### config.mk
export PLATFORM = sky130hd
export DESIGN_NAME = pbch_eq_reader_flat
export DESIGN_NICKNAME = d
export VERILOG_FILES = /design/src/rtl/pbch_eq_reader_pkg.sv /design/src/rtl/pbch_eq_reader_if.sv /design/src/rtl/pbch_eq_reader_cmplx_conj_mult.sv /design/src/rtl/pbch_eq_reader.sv /design/src/flat_wrapper.sv
export SDC_FILE = /design/constraint.sdc
export NUM_CORES = 1
export LEC_CHECK = 0
export ABC_CLOCK_PERIOD_IN_PS = 6300
export CORE_ASPECT_RATIO = 0.7
export CORE_UTILIZATION = 55
export CTS_BUF_LIST = sky130_fd_sc_hd__clkbuf_4
export CTS_CLUSTER_DIAMETER = 40
export CTS_CLUSTER_SIZE = 12
export DETAILED_ROUTE_END_ITERATION = 10
export HOLD_SLACK_MARGIN = 0.06
export PLACE_DENSITY = 0.77
export REMOVE_ABC_BUFFERS = 1
export SYNTH_ARGS = -nofsm -noshare
export SYNTH_HDL_FRONTEND = slang
export SYNTH_HIERARCHICAL = 1
export SYNTH_SLANG_ARGS = --single-unit
### constraint.sdc
create_clock -name clk -period 6.3 [get_ports clk]
set_input_delay 1.26 -clock clk [delete_from_list [all_inputs] [get_ports clk]]
set_output_delay 1.26 -clock clk [all_outputs]
set_load 0.03 [all_outputs]
### src/rtl/pbch_eq_reader_pkg.sv
// Package pbch_eq_pkg: shared widths, FSM state type and output round/saturate
// helper for the PBCH equalizer reader.
//   H_WIDTH/RX_WIDTH/OUT_WIDTH/H_FRAC : datapath word formats (S0.7, S0.11, S0.11)
//   PROD_W                            : full-precision conj(h)*y width
//   NUM_RE_PBCH                       : PBCH data REs per SSB
//   state_e                           : reader FSM states
//   round_sat()                       : round half up by H_FRAC bits, then clamp
package pbch_eq_pkg;

  localparam int H_WIDTH     = 8;
  localparam int RX_WIDTH    = 12;
  localparam int OUT_WIDTH   = 12;
  localparam int H_FRAC      = 7;
  localparam int PROD_W      = H_WIDTH + RX_WIDTH + 1;
  localparam int NUM_RE_PBCH = 432;

  typedef enum logic [1:0] {IDLE, READ, DRAIN, DONE} state_e;

  // Constants held one bit wider than the product so the rounding add cannot wrap.
  localparam logic signed [PROD_W:0] RS_HALF = (PROD_W+1)'(1 << (H_FRAC - 1));
  localparam logic signed [PROD_W:0] RS_MAX  = (PROD_W+1)'((1 << (OUT_WIDTH - 1)) - 1);
  localparam logic signed [PROD_W:0] RS_MIN  = ~RS_MAX;

  function automatic logic signed [OUT_WIDTH-1:0] round_sat(input logic signed [PROD_W-1:0] x);
    logic signed [PROD_W:0]      sum;
    logic signed [PROD_W:0]      shr;
    logic signed [OUT_WIDTH-1:0] res;
    sum = $signed({x[PROD_W-1], x}) + RS_HALF;
    shr = sum >>> H_FRAC;
    if (shr > RS_MAX) begin
      res = {1'b0, {(OUT_WIDTH-1){1'b1}}};
    end else if (shr < RS_MIN) begin
      res = {1'b1, {(OUT_WIDTH-1){1'b0}}};
    end else begin
      res = shr[OUT_WIDTH-1:0];
    end
    return res;
  endfunction

endpackage

### src/rtl/pbch_eq_reader_if.sv
// Interface pbch_eq_reader_if: all non-clock/reset signals of the PBCH equalizer
// reader. Optional macro PBCH_EQ_ENERGY_EN adds the h_energy bus.
//   master modport : the reader (drives read port and equalized stream)
//   slave modport  : the environment (estimator/RAMs/demapper)
//
// Handshake rules: ch_avg_done is a one-cycle start pulse honoured only in IDLE.
// eq_read_enable/eq_read_addr ask the RAMs for one word; h and rx for that address
// must be presented exactly one cycle later (no ready, fixed latency). eq_valid
// qualifies eq_i/eq_q/eq_index for one cycle each; the demapper cannot stall it.
interface pbch_eq_reader_if
  import pbch_eq_pkg::*;
#(
  parameter int ADDR_WIDTH = 10,
  parameter int NUM_RE     = NUM_RE_PBCH
);
  localparam int ENERGY_W = 2 * H_WIDTH + $clog2(NUM_RE);

  logic                        ch_avg_done;
  logic [ADDR_WIDTH-1:0]       eq_read_addr;
  logic                        eq_read_enable;
  logic signed [H_WIDTH-1:0]   i_ch_avg_out;
  logic signed [H_WIDTH-1:0]   q_ch_avg_out;
  logic signed [RX_WIDTH-1:0]  rx_i;
  logic signed [RX_WIDTH-1:0]  rx_q;
  logic signed [OUT_WIDTH-1:0] eq_i;
  logic signed [OUT_WIDTH-1:0] eq_q;
  logic                        eq_valid;
  logic [ADDR_WIDTH-1:0]       eq_index;
  logic                        eq_busy;
  logic                        eq_done;
`ifdef PBCH_EQ_ENERGY_EN
  logic [ENERGY_W-1:0]         h_energy;

  modport master (
    input  ch_avg_done, i_ch_avg_out, q_ch_avg_out, rx_i, rx_q,
    output eq_read_addr, eq_read_enable, eq_i, eq_q, eq_valid, eq_index,
           eq_busy, eq_done, h_energy
  );
  modport slave (
    output ch_avg_done, i_ch_avg_out, q_ch_avg_out, rx_i, rx_q,
    input  eq_read_addr, eq_read_enable, eq_i, eq_q, eq_valid, eq_index,
           eq_busy, eq_done, h_energy
  );
`else
  modport master (
    input  ch_avg_done, i_ch_avg_out, q_ch_avg_out, rx_i, rx_q,
    output eq_read_addr, eq_read_enable, eq_i, eq_q, eq_valid, eq_index,
           eq_busy, eq_done
  );
  modport slave (
    output ch_avg_done, i_ch_avg_out, q_ch_avg_out, rx_i, rx_q,
    input  eq_read_addr, eq_read_enable, eq_i, eq_q, eq_valid, eq_index,
           eq_busy, eq_done
  );
`endif

endinterface

### src/rtl/pbch_eq_reader_cmplx_conj_mult.sv
// Module cmplx_conj_mult: registered conj(a) * b, full precision.
//   clk, rst      : clock, synchronous active-high reset
//   a_re, a_im    : channel estimate h (signed, A_W bits)
//   b_re, b_im    : received RE y (signed, B_W bits)
//   p_re_q, p_im_q: conj(a)*b, A_W+B_W+1 bits, one cycle after the inputs
module cmplx_conj_mult #(
  parameter int A_W = 8,
  parameter int B_W = 12
) (
  input  logic                     clk,
  input  logic                     rst,
  input  logic signed [A_W-1:0]    a_re,
  input  logic signed [A_W-1:0]    a_im,
  input  logic signed [B_W-1:0]    b_re,
  input  logic signed [B_W-1:0]    b_im,
  output logic signed [A_W+B_W:0]  p_re_q,
  output logic signed [A_W+B_W:0]  p_im_q
);
  localparam int P_W = A_W + B_W + 1;

  logic signed [P_W-1:0] p_re_d;
  logic signed [P_W-1:0] p_im_d;

  // (ar - j*ai)(br + j*bi) = (ar*br + ai*bi) + j(ar*bi - ai*br)
  always_comb begin
    p_re_d = P_W'(a_re) * P_W'(b_re) + P_W'(a_im) * P_W'(b_im);
    p_im_d = P_W'(a_re) * P_W'(b_im) - P_W'(a_im) * P_W'(b_re);
  end

  always_ff @(posedge clk) begin
    if (rst) begin
      p_re_q <= '0;
      p_im_q <= '0;
    end else begin
      p_re_q <= p_re_d;
      p_im_q <= p_im_d;
    end
  end

endmodule

### src/rtl/pbch_eq_reader.sv
// Module pbch_eq_reader: on ch_avg_done sweeps NUM_RE estimate/rx RAM addresses
// from START_ADDR (wrapping at 2^ADDR_WIDTH), forms conj(h)*y, rounds/saturates
// to OUT_WIDTH and streams the equalized PBCH REs with their ordinal.
// Optional macro PBCH_EQ_ENERGY_EN: accumulate sum |h|^2 over the sweep on h_energy.
//   clk, rst  : clock, synchronous active-high reset (aborts a sweep, no eq_done)
//   bus       : pbch_eq_reader_if.master (read port, equalized stream, status)
//   dbg_state : current FSM state
// Pipeline: T0 enable/addr, T1 RAM data, T2 products, T3 eq_valid (3 cycles).
module pbch_eq_reader
  import pbch_eq_pkg::*;
#(
  parameter int ADDR_WIDTH = 10,
  parameter int NUM_RE     = NUM_RE_PBCH,
  parameter int START_ADDR = 0
) (
  input  logic                  clk,
  input  logic                  rst,
  pbch_eq_reader_if.master      bus,
  output state_e                dbg_state
);
  localparam logic [ADDR_WIDTH-1:0] LAST_K = ADDR_WIDTH'(NUM_RE - 1);
  localparam logic [ADDR_WIDTH-1:0] BASE   = ADDR_WIDTH'(START_ADDR);

  state_e                      state_q, state_d;
  logic [ADDR_WIDTH-1:0]       k_q, k_d;
  logic                        v1_q, v1_d;
  logic [ADDR_WIDTH-1:0]       idx1_q, idx1_d;
  logic                        v2_q, v2_d;
  logic [ADDR_WIDTH-1:0]       idx2_q, idx2_d;
  logic                        eq_valid_q, eq_valid_d;
  logic [ADDR_WIDTH-1:0]       eq_index_q, eq_index_d;
  logic signed [OUT_WIDTH-1:0] eq_i_q, eq_i_d;
  logic signed [OUT_WIDTH-1:0] eq_q_q, eq_q_d;
  logic signed [PROD_W-1:0]    prod_re, prod_im;
  logic                        rd_en;
  logic                        start;

  assign rd_en = (state_q == READ);
  assign start = (state_q == IDLE) && bus.ch_avg_done;

  // Sweep control. Start pulses outside IDLE (including the DONE cycle) are dropped.
  always_comb begin
    state_d = state_q;
    k_d     = k_q;
    case (state_q)
      IDLE: begin
        if (bus.ch_avg_done) begin
          state_d = READ;
          k_d     = '0;
        end
      end
      READ: begin
        if (k_q == LAST_K) state_d = DRAIN;
        else               k_d     = k_q + 1'b1;
      end
      DRAIN: begin
        if (eq_valid_q && (eq_index_q == LAST_K)) state_d = DONE;
      end
      DONE:    state_d = IDLE;
      default: state_d = IDLE;
    endcase
  end

  // RAM data lands in T1 and is consumed by the multiplier register directly.
  cmplx_conj_mult #(.A_W(H_WIDTH), .B_W(RX_WIDTH)) u_mult (
    .clk    (clk),
    .rst    (rst),
    .a_re   (bus.i_ch_avg_out),
    .a_im   (bus.q_ch_avg_out),
    .b_re   (bus.rx_i),
    .b_im   (bus.rx_q),
    .p_re_q (prod_re),
    .p_im_q (prod_im)
  );

  // Valid/index delay line tracking the data through T1/T2; outputs held at 0 when idle.
  always_comb begin
    v1_d       = rd_en;
    idx1_d     = k_q;
    v2_d       = v1_q;
    idx2_d     = idx1_q;
    eq_valid_d = v2_q;
    eq_index_d = v2_q ? idx2_q : '0;
    eq_i_d     = v2_q ? round_sat(prod_re) : '0;
    eq_q_d     = v2_q ? round_sat(prod_im) : '0;
  end

  always_ff @(posedge clk) begin
    if (rst) begin
      state_q    <= IDLE;
      k_q        <= '0;
      v1_q       <= 1'b0;
      idx1_q     <= '0;
      v2_q       <= 1'b0;
      idx2_q     <= '0;
      eq_valid_q <= 1'b0;
      eq_index_q <= '0;
      eq_i_q     <= '0;
      eq_q_q     <= '0;
    end else begin
      state_q    <= state_d;
      k_q        <= k_d;
      v1_q       <= v1_d;
      idx1_q     <= idx1_d;
      v2_q       <= v2_d;
      idx2_q     <= idx2_d;
      eq_valid_q <= eq_valid_d;
      eq_index_q <= eq_index_d;
      eq_i_q     <= eq_i_d;
      eq_q_q     <= eq_q_d;
    end
  end

`ifdef PBCH_EQ_ENERGY_EN
  localparam int ENERGY_W = 2 * H_WIDTH + $clog2(NUM_RE);

  logic [ENERGY_W-1:0]        acc_q, acc_d;
  logic [ENERGY_W-1:0]        h_energy_q, h_energy_d;
  logic signed [2*H_WIDTH-1:0] sq_i, sq_q;

  // |h|^2 is accumulated as each estimate word arrives, so the running sum is
  // up to date by T2. Squares are non-negative, so zero extension is safe.
  always_comb begin
    sq_i = bus.i_ch_avg_out * bus.i_ch_avg_out;
    sq_q = bus.q_ch_avg_out * bus.q_ch_avg_out;
    acc_d = acc_q;
    if (start) begin
      acc_d = '0;
    end else if (v1_q) begin
      acc_d = acc_q + ENERGY_W'($unsigned(sq_i)) + ENERGY_W'($unsigned(sq_q));
    end
    // Published on entry to DONE so it is valid alongside eq_done.
    h_energy_d = (state_q == DRAIN && state_d == DONE) ? acc_q : h_energy_q;
  end

  always_ff @(posedge clk) begin
    if (rst) begin
      acc_q      <= '0;
      h_energy_q <= '0;
    end else begin
      acc_q      <= acc_d;
      h_energy_q <= h_energy_d;
    end
  end

  assign bus.h_energy = h_energy_q;
`endif

  assign bus.eq_read_enable = rd_en;
  assign bus.eq_read_addr   = rd_en ? (BASE + k_q) : '0;
  assign bus.eq_valid       = eq_valid_q;
  assign bus.eq_index       = eq_index_q;
  assign bus.eq_i           = eq_i_q;
  assign bus.eq_q           = eq_q_q;
  assign bus.eq_busy        = (state_q == READ) || (state_q == DRAIN);
  assign bus.eq_done        = (state_q == DONE);
  assign dbg_state          = state_q;

endmodule

### src/flat_wrapper.sv
// flat-port wrapper written by rule: the top's interface ports become plain ports
module pbch_eq_reader_flat import pbch_eq_pkg::*;
#(
  parameter int ADDR_WIDTH = 10,
  parameter int NUM_RE     = NUM_RE_PBCH,
  parameter int START_ADDR = 0
)
  (clk, rst, dbg_state, bus_ch_avg_done, bus_i_ch_avg_out, bus_q_ch_avg_out, bus_rx_i, bus_rx_q, bus_eq_read_addr, bus_eq_read_enable, bus_eq_i, bus_eq_q, bus_eq_valid, bus_eq_index, bus_eq_busy, bus_eq_done);
  pbch_eq_reader_if #(.ADDR_WIDTH(ADDR_WIDTH), .NUM_RE(NUM_RE)) bus_i ();
  input  logic clk;
  input  logic rst;
  output state_e dbg_state;
  input wire logic [$bits(bus_i.ch_avg_done)-1:0] bus_ch_avg_done;
  input wire logic [$bits(bus_i.i_ch_avg_out)-1:0] bus_i_ch_avg_out;
  input wire logic [$bits(bus_i.q_ch_avg_out)-1:0] bus_q_ch_avg_out;
  input wire logic [$bits(bus_i.rx_i)-1:0] bus_rx_i;
  input wire logic [$bits(bus_i.rx_q)-1:0] bus_rx_q;
  output wire logic [$bits(bus_i.eq_read_addr)-1:0] bus_eq_read_addr;
  output wire logic [$bits(bus_i.eq_read_enable)-1:0] bus_eq_read_enable;
  output wire logic [$bits(bus_i.eq_i)-1:0] bus_eq_i;
  output wire logic [$bits(bus_i.eq_q)-1:0] bus_eq_q;
  output wire logic [$bits(bus_i.eq_valid)-1:0] bus_eq_valid;
  output wire logic [$bits(bus_i.eq_index)-1:0] bus_eq_index;
  output wire logic [$bits(bus_i.eq_busy)-1:0] bus_eq_busy;
  output wire logic [$bits(bus_i.eq_done)-1:0] bus_eq_done;
  assign bus_i.ch_avg_done = bus_ch_avg_done;
  assign bus_i.i_ch_avg_out = bus_i_ch_avg_out;
  assign bus_i.q_ch_avg_out = bus_q_ch_avg_out;
  assign bus_i.rx_i = bus_rx_i;
  assign bus_i.rx_q = bus_rx_q;
  assign bus_eq_read_addr = bus_i.eq_read_addr;
  assign bus_eq_read_enable = bus_i.eq_read_enable;
  assign bus_eq_i = bus_i.eq_i;
  assign bus_eq_q = bus_i.eq_q;
  assign bus_eq_valid = bus_i.eq_valid;
  assign bus_eq_index = bus_i.eq_index;
  assign bus_eq_busy = bus_i.eq_busy;
  assign bus_eq_done = bus_i.eq_done;
  pbch_eq_reader #(.ADDR_WIDTH(ADDR_WIDTH), .NUM_RE(NUM_RE), .START_ADDR(START_ADDR)) u_core (.clk(clk), .rst(rst), .bus(bus_i), .dbg_state(dbg_state));
endmodule
==> tab_implementation.tex, run 1 <==
\begin{tabular}{lr}
\hline
Metric & Value \\
\hline
\multicolumn{2}{l}{\textbf{Routing}} \\
\quad Via-to-Cell Ratio & 5.47 \\
\quad Routed WL per cell & 19.2 um \\
\quad DR iter-0 viols & 1,409 \\
\quad Routed wl met2 & 26,100 um \\
\quad Metal1 wirelength & 22,900 um \\
\quad Vias & 16,234 \\
\quad Highest routed layer & met4 \\
\quad Drt drc & 0 \\
\quad Total Wirelength & 57,100 um \\
\quad Detailed-routed wire length on met3 & 5330 um \\
\quad Number of nets with antenna violations after routing & 0 \\
\quad Detailed-router iteration count before antenna repair & 8 \\
\multicolumn{2}{l}{\textbf{Critical path}} \\
\quad Sum of buffers and inverters on the critical path & 7 \\
\quad Arrival time at the worst endpoint & 6.74 ns \\
\quad Required time at the endpoint of the critical path & 6.66 ns \\
\quad Max incr delay on CP & 0.53 ns \\
\quad Kind of cell adding the most delay to the critical path & adder cells \\
\quad Worst-path fanout max & 8 \\
\quad Worst setup SP type & input port \\
\quad Element type at the critical path end & flop \\
\quad Cell at the slowest stage of the critical path & fa\_1 \\
\quad Critical path type & input port to flop \\
\multicolumn{2}{l}{\textbf{Die}} \\
\quad Number of rows created at floorplan & 56 \\
\quad Area enclosed by the die boundary & 35,100 um2 \\
\quad Vertical die dimension & 157 um \\
\quad Die width & 224 um \\
\quad Starting utilization of the core area & 56.2\% \\
\quad Placeable core region & 33,600 um2 \\
\quad Number of placed I/O pins & 93 \\
\multicolumn{2}{l}{\textbf{Run status}} \\
\quad Result of the run & finished, violations left \\
\quad Violated checks & setup timing \\
\multicolumn{2}{l}{\textbf{STA}} \\
\quad Setup skew after layout & 0.0191 ns \\
\quad Final setup violation count & 1 \\
\quad Slack of the critical path & -0.0889 ns \\
\quad Final count of pins violating max slew & 0 \\
\quad Slew at the pin closest to its max-slew limit & 1.10 ns \\
\quad Final period demand of the worst path & 6.39 ns \\
\quad Unrepaired setup endpoints after global routing & true \\
\quad Remaining max-slew budget at the tightest pin & 25.8\% \\
\quad Final Cycle Share & 101\% \\
\quad Achievable frequency & 157 MHz \\
\quad Total negative setup slack & -0.0889 ns \\
\quad Final Hold Fails & 0 \\
\multicolumn{2}{l}{\textbf{Clocking}} \\
\quad Root Buffer & clkbuf\_4 \\
\quad Clock-pin slew on the worst setup and hold paths & 0.17 ns \\
\quad Number of levels the H-tree was split into & 3 \\
\quad Bufs on Longest Clock Path & 2 \\
\quad Inserted Clock Buffers & 9 \\
\quad Sinks on the clock net & 99 \\
\quad TritonCTS clock tree & built \\
\quad Skew-Pair Late Insertion Delay & 0.48 ns \\
\quad Number of buffers inserted by hold repair at cts & 0 \\
\multicolumn{2}{l}{\textbf{Place}} \\
\quad Placed wire-length estimate after detailed placement & 40,700 um \\
\quad \# port buffers & 92 \\
\quad Post-DP Area & 22,400 um2 \\
\quad Global placer's final weighted congestion & 0.932 \\
\multicolumn{2}{l}{\textbf{Global route}} \\
\quad Tot GR Track Use & 32.2\% \\
\quad Remaining Overflow, GRT & 0 \\
\quad Maximum number of pins on one net before global-route repair & 58 \\
\quad Initial antenna violation count & 2 \\
\quad Wire length of the first global-routing pass & 87,900 um \\
\quad Vias in the first global route & 17,455 \\
\multicolumn{2}{l}{\textbf{Logic synthesis}} \\
\quad Cell count after synthesis & 2,127 \\
\quad Post-synthesis instance area & 18,900 um2 \\
\quad Mean instance size in the synthesized netlist & 8.89 um2 \\
\quad Synthesis warning total & 6 \\
\multicolumn{2}{l}{\textbf{Final layout}} \\
\quad Summed area of non-filler cells in the final layout & 24,600 um2 \\
\quad Layout fillers & 2,299 \\
\quad Most common library cell in the layout ignoring fill and taps & inv\_1 \\
\quad Fraction of layout instances using a drive strength above 1 & 25.4\% \\
\quad Commonest cells after routing, fill and taps aside & inv\_1 (435), fa\_1 (343), buf\_4 (272) \\
\quad Net count reported at finish & 3,089 \\
\quad Post-synthesis to final-layout area growth & 30.3\% \\
\multicolumn{2}{l}{\textbf{Min path}} \\
\quad Worst hold-check path type & flop to flop \\
\multicolumn{2}{l}{\textbf{Run}} \\
\quad Number of max-cap violations & 0 \\
\hline
\end{tabular}
-- state kept, by name, indices dropped and copies added (netlist names) --
| signal | cells |
|---|---|
| u_core/idx1_q | 10 |
| u_core/idx1_d | 10 |
| u_core/dbg_state | 2 |
| u_core/idx2_q | 10 |
| u_core/u_mult/p_im_q | 15 |
| u_core/bus.eq_i | 12 |
| u_core/v1_q | 1 |
| u_core/eq_valid_d | 1 |
| u_core/bus.eq_valid | 1 |
| u_core/bus.eq_index | 10 |
| u_core/bus.eq_q | 12 |
| u_core/u_mult/p_re_q | 15 |
-- layout make-up --
class	count	area, um2	share of cell area, %
Multi-Input combinational cell	1476	15800	64.2
Timing Repair Buffer	455	4270	17.3
Sequential cell	99	1980	8.05
Inverter	484	1840	7.48
Tap cell	435	544	2.21
Clock inverter	7	96.3	0.391
Clock buffer	9	67.6	0.274
Antenna cell	2	5.00	0.0203
-- worst register-to-register path, cell delays in order, from the launching register on --
cell and delay, ns:
dfxtp_1 0.42, ha_1 0.23, nand4_1 0.37, and3_1 0.35, o31ai_1 0.92, o21ai_0 0.25
-- metrics by stage --
| stage | hold WS [ns] | setup slack (ns) | utilization, % | instances |
|---|---|---|---|---|
| after floorplan | 0.406 | -0.207 | - | 2059 |
| after global placement | 0.410 | -0.950 | 66.6 | 2860 |
| after detailed placement | 0.411 | -1.05 | 66.6 | 2860 |
| after CTS | 0.450 | -0.0110 | 71.3 | 2949 |
| after global routing | 0.470 | -0.264 | 73.2 | 2966 |
| final | 0.447 | -0.0889 | 73.2 | 2967 |
-- layer usage --
metal  track usage, %  vias up
met1             42.1     8092
met4             13.5        0
li1                 -     7225
met3             7.35      182
met2             51.7      735
met5                0        -
-- worst paths after layout --
kind                           start                  endpoint  slack [ns]  depth (start not counted)
max                      bus_rx_i[8]  u_core/u_mult/p_im_q[18]       -0.09                         27
max reg2reg  u_core/u_mult/p_im_q[7]        u_core/bus.eq_q[9]        3.61                          5
min reg2reg         u_core/idx2_q[2]    u_core/bus.eq_index[2]        0.45                          1
min                 u_core/idx2_q[2]    u_core/bus.eq_index[2]        0.45                          1
-- what timing repair did --
| item | in CTS | in global routing |
|---|---|---|
| hold endpoints to repair | 0 | 0 |
| endpoints found under the setup margin | 24 | 15 |
| gates cloned | 7 | 4 |
| pin swaps | 133 | 142 |
| gates resized for setup | 264 | 195 |
| buffers inserted | 69 | 16 |
Power of run 1 is not shown: default switching activity piles up to over one toggle a cycle in this logic, so the estimate is an artifact.
==> run 2, diff against run 1 <==
- SETUP_SLACK_MARGIN: unset -> 0.05
==> run 2 against run 1 <==
Against the previous run:
- the flow now finishes without violations
- flip-flop and latch count is the same
- utilization up 0.60 points
- final area up 0.82%
- cell count increased by 0.34%
- routed wire length is 0.11% lower
- global-route usage is 0.18 points higher
- critical path depth is 2 lower
- worst hold slack about the same
- critical path type unchanged
- highest routed layer unchanged
==> tab_implementation.tex, run 2 (synthesis gave the netlist of run 1 again) <==
\begin{tabular}{lr}
\hline
Metric & Value \\
\hline
\multicolumn{2}{l}{\textbf{Critical path}} \\
\quad Number of cells on the worst reg-to-reg path & 6 (+1) \\
\quad Worst-path fanout max & 3 (-5) \\
\quad Reg2Reg Setup Slack & 3.67 ns (+0.06 ns) \\
\quad Required time at the endpoint of the critical path & 6.68 ns (+0.02 ns) \\
\quad Element type at the critical path end & flop \\
\quad WP depth & 25 (-7.4\%) \\
\quad Critical path type & input port to flop \\
\quad Sum of buffers and inverters on the critical path & 6 (-1) \\
\quad Cell repeated most along the worst path & fa\_1 \\
\quad Kind of cell adding the most delay to the critical path & adder cells \\
\quad Worst setup SP type & input port \\
\quad Max incr delay on CP & 0.56 ns (+0.03 ns) \\
\quad Cell at the slowest stage of the critical path & fa\_1 \\
\quad Arrival time at the worst endpoint & 6.67 ns (-0.07 ns) \\
\multicolumn{2}{l}{\textbf{Run}} \\
\quad Number of max-cap violations & 0 (unchanged) \\
\multicolumn{2}{l}{\textbf{Routing}} \\
\quad Number of nets with antenna violations after routing & 0 (unchanged) \\
\quad Total Wirelength & 57,000 um (-0.11\%) \\
\quad Via-to-Cell Ratio & 5.46 (-0.22\%) \\
\quad Detailed-router iteration count before antenna repair & 6 (-2) \\
\quad Routed WL per cell & 19.1 um (-0.44\%) \\
\quad Vias & 16,253 (+0.12\%) \\
\quad Drt drc & 0 (unchanged) \\
\quad DR iter-0 viols & 1,242 (-12\%) \\
\multicolumn{2}{l}{\textbf{Die}} \\
\quad Die width & 224 um (unchanged) \\
\quad Placeable core region & 33,600 um2 (unchanged) \\
\quad Starting utilization of the core area & 56.2\% (unchanged) \\
\quad Vertical die dimension & 157 um (unchanged) \\
\quad Number of placed I/O pins & 93 (unchanged) \\
\quad Number of rows created at floorplan & 56 (unchanged) \\
\quad Area enclosed by the die boundary & 35,100 um2 (unchanged) \\
\multicolumn{2}{l}{\textbf{STA}} \\
\quad Total negative setup slack & 0 ns (+0.0889 ns) \\
\quad Remaining max-slew budget at the tightest pin & 29.8\% (+4.0 points) \\
\quad Slew at the pin closest to its max-slew limit & 1.04 ns (-0.0596 ns) \\
\quad Setup skew after layout & 0.0191 ns (-0.0000145 ns) \\
\quad Final Cycle Share & 99.8\% (-1.6 points) \\
\quad Final Hold Fails & 0 (unchanged) \\
\quad Final setup violation count & 0 (-1) \\
\quad Final count of pins violating max slew & 0 (unchanged) \\
\quad Achievable frequency & 159 MHz (+1.6\%) \\
\quad Unrepaired setup endpoints after global routing & true \\
\quad Worst-case hold slack & 0.447 ns (+0.0000720 ns) \\
\quad Final period demand of the worst path & 6.29 ns (-0.103 ns) \\
\quad Slack of the critical path & 0.0142 ns (+0.103 ns) \\
\multicolumn{2}{l}{\textbf{Min path}} \\
\quad Number of cells on the worst hold path & 1 (unchanged) \\
\quad Worst hold-check path type & flop to flop \\
\multicolumn{2}{l}{\textbf{Final layout}} \\
\quad Commonest cells after routing, fill and taps aside & inv\_1 (432), fa\_1 (340), buf\_4 (278) \\
\quad Largest registers & u\_core/u\_mult/p\_im\_q x15, u\_core/u\_mult/p\_re\_q x15 \\
\quad Layout fillers & 2,245 (-2.3\%) \\
\quad Most common library cell in the layout ignoring fill and taps & inv\_1 \\
\quad Net count reported at finish & 3,100 (+0.36\%) \\
\quad Fraction of layout instances using a drive strength above 1 & 26.4\% (+1.0 points) \\
\quad End-of-flow core utilization & 73.8\% (+0.60 points) \\
\quad Post-synthesis to final-layout area growth & 31.3\% \\
\multicolumn{2}{l}{\textbf{Place}} \\
\quad \# port buffers & 92 (unchanged) \\
\quad Worst slack at placement & -1.05 ns (unchanged) \\
\quad Global placer's final weighted congestion & 0.932 (unchanged) \\
\quad Placed wire-length estimate after detailed placement & 40,700 um (unchanged) \\
\multicolumn{2}{l}{\textbf{Clocking}} \\
\quad Clock-pin slew on the worst setup and hold paths & 0.17 ns (about the same) \\
\quad Sinks on the clock net & 99 (unchanged) \\
\quad Root Buffer & clkbuf\_4 \\
\quad Skew-Pair Late Insertion Delay & 0.48 ns (about the same) \\
\quad TritonCTS clock tree & built \\
\quad Number of levels the H-tree was split into & 3 (unchanged) \\
\quad Inserted Clock Buffers & 9 (unchanged) \\
\quad Bufs on Longest Clock Path & 2 (unchanged) \\
\multicolumn{2}{l}{\textbf{Global route}} \\
\quad Maximum number of pins on one net before global-route repair & 58 (unchanged) \\
\quad Remaining Overflow, GRT & 0 (unchanged) \\
\quad Initial antenna violation count & 1 (-1) \\
\quad Tot GR Track Use & 32.3\% (+0.18 points) \\
\quad Vias in the first global route & 17,531 (+0.44\%) \\
\quad Wire length of the first global-routing pass & 88,500 um (+0.73\%) \\
\multicolumn{2}{l}{\textbf{Run status}} \\
\quad Result of the run & completed \\
\hline
\end{tabular}
-- run 2: cell types whose count changed in the layout (fill, tap and decap cells not counted), sizes merged --
cell / change
buf: +16
clkbuf: -4
clkdlybuf4s15: +2
clkinv: -1
diode: -1
dlygate4sd2: -3
inv: +1
-- run 2: worst paths after layout --
check                                              from                        to
worst min register to register         u_core/idx2_q[2]    u_core/bus.eq_index[2]
worst max register to register  u_core/u_mult/p_re_q[6]        u_core/bus.eq_i[5]
worst max-delay path                bus_q_ch_avg_out[4]  u_core/u_mult/p_im_q[19]
worst min-delay path                   u_core/idx2_q[2]    u_core/bus.eq_index[2]
-- run 2: what timing repair did --
| action | 4_1_cts | 5_1_grt |
|---|---|---|
| pin swaps | 139 | 167 |
| setup endpoints to repair | 24 | 20 |
| buffers inserted | 68 | 26 |
| hold buffers | 0 | 0 |
| resized for setup | 279 | 232 |
| cloned | 7 | 4 |
-- run 2: metrics by stage --
step                std cells  instance area (um2)
floorplan                2059                18700
global placement         2860                22400
detailed placement       2860                22400
CTS                      2951                24000
global route             2977                24800
finish                   2977                24800
-- run 2: routing by layer --
metal / track usage (%) / up-vias / routed length (um)
met4: 11.8 / 0 / 2500
li1: - / 7249 / -
met1: 42.7 / 8122 / 23000
met5: 0 / - / 0
met2: 52.8 / 709 / 26400
met3: 6.87 / 173 / 5070
-- run 2: final cells by class --
cell class | instances | area, um2 | area share [%]
Antenna cell | 1 | 2.50 | 0.0101
Clock buffer | 9 | 67.6 | 0.272
Clock inverter | 7 | 96.3 | 0.388
Inverter | 484 | 1840 | 7.40
Multi-Input combinational cell | 1476 | 15900 | 64.0
Sequential cell | 99 | 1980 | 7.98
Tap cell | 435 | 544 | 2.19
Timing Repair Buffer | 466 | 4420 | 17.8
Power of run 2 is left out for the same reason.
